## config.mk

```make
export PLATFORM = sky130hd
export DESIGN_NAME = wb_stage
export DESIGN_NICKNAME = d
export VERILOG_FILES = /design/src/rtl/wb_stage_pkg.sv /design/src/rtl/wb_stage_align.sv /design/src/rtl/wb_stage.sv
export SDC_FILE = /design/constraint.sdc
export NUM_CORES = 1
export LEC_CHECK = 0
export CAP_MARGIN = 20
export CORE_MARGIN = 5
export CORE_UTILIZATION = 39
export CTS_BUF_LIST = sky130_fd_sc_hd__clkbuf_4
export DETAILED_ROUTE_END_ITERATION = 10
export PLACE_DENSITY = 0.83
export RECOVER_POWER = 25
export REMOVE_ABC_BUFFERS = 1
export SLEW_MARGIN = 20
export SYNTH_ARGS = -nofsm -noshare
export SYNTH_HDL_FRONTEND = slang
export SYNTH_SLANG_ARGS = --single-unit
```

## constraint.sdc

```tcl
create_clock -name clk -period 3.3 [get_ports clk]
set_input_delay 0.825 -clock clk [delete_from_list [all_inputs] [get_ports clk]]
set_output_delay 0.825 -clock clk [all_outputs]
set_load 0.02 [all_outputs]
```

## src/rtl/wb_stage_pkg.sv

```systemverilog
// Shared writeback encodings: result-select codes, load funct3 codes, default widths.
package wb_stage_pkg;
  localparam int XLEN_DEF  = 32;
  localparam int NREGS_DEF = 32;

  typedef enum logic [1:0] {
    WBSEL_ALU  = 2'b00,
    WBSEL_LOAD = 2'b01,
    WBSEL_PC4  = 2'b10,
    WBSEL_RSVD = 2'b11
  } wbsel_e;

  localparam logic [2:0] F3_LB  = 3'b000;
  localparam logic [2:0] F3_LH  = 3'b001;
  localparam logic [2:0] F3_LW  = 3'b010;
  localparam logic [2:0] F3_LBU = 3'b100;
  localparam logic [2:0] F3_LHU = 3'b101;
endpackage

```

## src/rtl/wb_stage_align.sv

```systemverilog
// load_align: picks the byte/half/word addressed by offset out of a memory
// word and sign- or zero-extends it according to the load funct3.
module load_align
  import wb_stage_pkg::*;
(
  input  logic [31:0] rdata,
  input  logic [1:0]  offset,
  input  logic [2:0]  funct3,
  output logic [31:0] result
);
  logic [7:0]  b;
  logic [15:0] h;

  assign b = rdata[8*offset +: 8];
  assign h = offset[1] ? rdata[31:16] : rdata[15:0];

  // Size/sign select; unknown codes behave as a full-word load.
  always_comb begin
    result = rdata;
    case (funct3)
      F3_LB:   result = {{24{b[7]}}, b};
      F3_LBU:  result = {24'd0, b};
      F3_LH:   result = {{16{h[15]}}, h};
      F3_LHU:  result = {16'd0, h};
      default: result = rdata;
    endcase
  end
endmodule

```

## src/rtl/wb_stage.sv

```systemverilog
// wb_stage: writeback register feeding the register file write port, with
// load alignment and an optional decode bypass (macro WB_BYPASS_EN).
module wb_stage
  import wb_stage_pkg::*;
#(
  parameter int XLEN  = XLEN_DEF,
  parameter int NREGS = NREGS_DEF
) (
  input  logic                     clk,
  input  logic                     rst,
  input  logic                     stall,
  input  logic                     flush,
  input  logic                     ex_valid,
  input  logic                     ex_regwrite,
  input  logic [$clog2(NREGS)-1:0] ex_rd,
  input  logic [1:0]               ex_wbsel,
  input  logic [XLEN-1:0]          ex_alu,
  input  logic [XLEN-1:0]          ex_pc4,
  input  logic [2:0]               ex_funct3,
  input  logic [XLEN-1:0]          dmem_rdata,
  input  logic [$clog2(NREGS)-1:0] id_ra1,
  input  logic [$clog2(NREGS)-1:0] id_ra2,
  input  logic [XLEN-1:0]          rf_rd1,
  input  logic [XLEN-1:0]          rf_rd2,
  output logic                     rf_we,
  output logic [$clog2(NREGS)-1:0] rf_wa,
  output logic [XLEN-1:0]          rf_wd,
  output logic [XLEN-1:0]          fwd_rd1,
  output logic [XLEN-1:0]          fwd_rd2,
  output logic                     wb_retire
);
  localparam int RW = $clog2(NREGS);

  typedef struct packed {
    logic            valid;
    logic            regwrite;
    logic [RW-1:0]   rd;
    wbsel_e          wbsel;
    logic [2:0]      funct3;
    logic [XLEN-1:0] alu;   // alu[1:0] doubles as the load byte offset
    logic [XLEN-1:0] pc4;
  } wb_req_t;

  wb_req_t     st;
  logic        done;   // held instruction already wrote/retired
  logic [31:0] ld_data;

  // Stage register: capture when not stalled; while stalled, remember that
  // the held instruction has had its single write so it is not repeated.
  always_ff @(posedge clk or posedge rst) begin
    if (rst) begin
      st   <= '0;
      done <= 1'b0;
    end else if (!stall) begin
      st.valid    <= ex_valid & ~flush;
      st.regwrite <= ex_regwrite;
      st.rd       <= ex_rd;
      st.wbsel    <= wbsel_e'(ex_wbsel);
      st.funct3   <= ex_funct3;
      st.alu      <= ex_alu;
      st.pc4      <= ex_pc4;
      done        <= 1'b0;
    end else if (st.valid) begin
      done <= 1'b1;
    end
  end

  load_align u_align (
    .rdata  (dmem_rdata),
    .offset (st.alu[1:0]),
    .funct3 (st.funct3),
    .result (ld_data)
  );

  assign wb_retire = st.valid & ~done;
  assign rf_we     = wb_retire & st.regwrite & (st.rd != '0);
  assign rf_wa     = st.rd;

  // Result select; the reserved code falls back to the ALU result.
  always_comb begin
    rf_wd = st.alu;
    case (st.wbsel)
      WBSEL_LOAD: rf_wd = ld_data;
      WBSEL_PC4:  rf_wd = st.pc4;
      default:    rf_wd = st.alu;
    endcase
  end

`ifdef WB_BYPASS_EN
  assign fwd_rd1 = (rf_we && rf_wa == id_ra1 && id_ra1 != '0) ? rf_wd : rf_rd1;
  assign fwd_rd2 = (rf_we && rf_wa == id_ra2 && id_ra2 != '0) ? rf_wd : rf_rd2;
`else
  // No bypass: hazard unit covers read-after-write with an extra stall.
  logic unused_ra;
  assign unused_ra = ^{id_ra1, id_ra2};
  assign fwd_rd1   = rf_rd1;
  assign fwd_rd2   = rf_rd2;
`endif
endmodule

```

==> metrics.txt <==
run status=finished, violations left; slowest cell delay on critical path=0.50 ns; htree depth=3; count of cell types in the netlist=43; Achievable Freq=between 300 and 400 MHz; yosys warns=0; core area=roughly 12000 sq um; Syn Area/Cell=10.1 sq um; Buffers & Inverters on Critical Path=2; total track usage=0.290; Main synth FF type=dfrtp_1; via count=around 4.0k; synthesized area=between 4000 and 5000 sq um; final hold vios=0; Yosys reg bits=77; num ports=between 200 and 300; pwr dens=424 nW/um^2; CTS tree=built; final non-filler cell area=a little over 6000 sq um; RSZ-0062 raised after global routing=false; area leader, netlist=dfrtp_1; Slew HR=-0.289; cells after synthesis=around 470; CTS Buf Count=9; Post-Place Cells=around 700; crit path DAT=approximately 2.4 ns; placed cell areas=6000 sq um; Peak VDD IR=between 0.2 and 0.25 mV; initial antenna violation count=1; critical path class=primary input to output pin; Worst-Margin Slew=between 1.5 and 2 ns; First DRT Iteration DRCs=193; Num Clock Sinks=slightly below 80; IO buf count=150; Startpoint Class=primary input; maximum clock path buffer count=2; sequential area share after synthesis=0.410; share of the synthesized area in the top cell type=0.410; max_cap viols=2; top post-synthesis cells by area=dfrtp_1 (41%), mux2_2 (18%), buf_4 (11%); WL final=20700 um; die width=~120 um; CP max stage cell=clkdlybuf4s50_1; largest net degree at the start of global routing=49; Hold WS=about 0.51 ns; die area=14300 sq um; Final setup viols=0; Antenna Violating Nets Remaining=0; vias in the first global route=4292; LEAKAGE=0.00259 uW; first-pass GRT wire length=around 30000 um; total grt overflow=0; period utilization=0.968; failing checks=max-capacitance violations, max-slew violations; Non-Filler Instances=720; number of flops mapped to enable cells by yosys=0; share of layout cells above drive strength 1=0.316; Std-Cell Rows=40; Hold Path Class=register to register; crit-path cells=clkdlybuf4s50_1 > mux2i_1 > a221o_1 > a21oi_1 > dlygate4sd2_1; Clock Latency Late Sink=between 0.4 and 0.5 ns; die height=~120 um; routed wire length per instance=28.7 um; post-layout min period=between 3 and 4 ns; family with the most delay on the worst path=buffers and inverters; Critical Path Sink Type=output pin; gp weighted congestion=0.866; DR pass1 iterations=4; Nets=between 700 and 800; fin. max-slew vios=just under 80; fraction of registers with async set/reset=1.00; DP Wirelength=16500 um; Reg clk slew, reported paths=between 0.1 and 0.15 ns; most frequent cell after synthesis=dfrtp_1; Core Util, Final=0.519; detail-routed via count per cell=between 5 and 6; area delta synth->final=31.6%; worst-case clock skew=about 0.00017 ns; most frequent cells after synthesis=dfrtp_1 (77), mux2_2 (76), buf_4 (71); CTS root buf=clkbuf_4; initial core utilization=0.394; final setup margin=0.107 ns; Setup WS pre-CTS=-0.824 ns; remaining routing DRC violations=0; CP Max Fanout=2; WP data required=between 2 and 2.5 ns
worst register-to-register path, stage by stage (launching register included):
cell     delay, ns
dfrtp_2       0.51
buf_4         0.19
mux2_2        0.25
layer usage:
metal | GRT usage | wire, um | up-vias
li1 | - | - | 1767
met1 | 0.252 | 5980 | 1871
met2 | 0.446 | 9210 | 293
met3 | 0.283 | 4510 | 46
met4 | 0.102 | 658 | 6
met5 | 0.151 | 291 | -
path summary, 6_finish.rpt:
check	start	endpoint	slack, ns	depth (start not counted)
max	dmem_rdata[30]	rf_wd[6]	0.11	5
min	done$_DFFE_PP0P_	done$_DFFE_PP0P_	0.51	1
max reg2reg	st[64]$_DFFE_PP0N_	st[64]$_DFFE_PP0N_	2.24	2
min reg2reg	done$_DFFE_PP0P_	done$_DFFE_PP0P_	0.51	1
max in group asynchronous	rst	st[33]$_DFFE_PP0N_	0.59	2
min in group asynchronous	rst	st[34]$_DFFE_PP0N_	1.46	2
cell families (layout without fill, tap and decap cells):
group / count (synthesis) / after routing / share of synthesized area
AOI/OAI and AO/OA: 99 / 99 / 0.143
adders and majority gates: 2 / 2 / 0.00533
buffers and inverters: 106 / 211 / 0.146
DFF: 77 / 77 / 0.410
muxes: 82 / 82 / 0.196
other: 0 / 1 / 0
and+or+nand+nor: 101 / 101 / 0.0997
cell type report:
| type | count | area, sq um |
|---|---|---|
| fill | 1089 | 5730 |
| tap | 147 | 184 |
| antenna | 1 | 2.50 |
| timing repair buffer | 189 | 1760 |
| clock inverter | 4 | 16.3 |
| sequential | 77 | 1930 |
| multi-input combinational | 284 | 2170 |
| inverter | 7 | 26.3 |
| clock buffer | 11 | 82.6 |
power breakdown:
group	internal [uW]	switching (uW)	leakage (uW)	total [uW]
Combinational	505	537	0.00163	1040
Clock	160	317	0.0000592	477
Sequential	1040	64.3	0.000900	1100
repair_timing:
action                     in CTS  in global routing
resized for setup              93                 44
setup endpoints to repair      32                 24
buffers inserted                6                  1
gates cloned                    1                  0
pin swaps                       6                  2
hold buffers                    0                  0
sequential cells by signal, summed over array words and instances (netlist names):
name / cells
done: 1
rf_wa: 5
st: 71
through the flow:
stage	total power [uW]	setup TNS, ns
floorplan	1610	-6.53
global placement	2140	-14.00
detailed placement	2160	-15.59
CTS	2650	-0.0346
global route	2780	0
finish	2620	0
cell usage in the layout, fill, tap and decap left out, types with 7 or more instances in the layout:
| cell type | n |
|---|---|
| clkdlybuf4s50_1 | 112 |
| mux2_2 | 76 |
| dfrtp_1 | 74 |
| nor2_1 | 39 |
| nand2_1 | 38 |
| buf_4 | 30 |
| a21oi_1 | 26 |
| o21ai_0 | 17 |
| clkbuf_2 | 13 |
| clkbuf_4 | 11 |
| o21ai_2 | 9 |
| dlygate4sd2_1 | 9 |
| a221o_1 | 8 |
| buf_2 | 8 |
| buf_6 | 7 |
No activity file was read; power rests on OpenSTA's default activity.
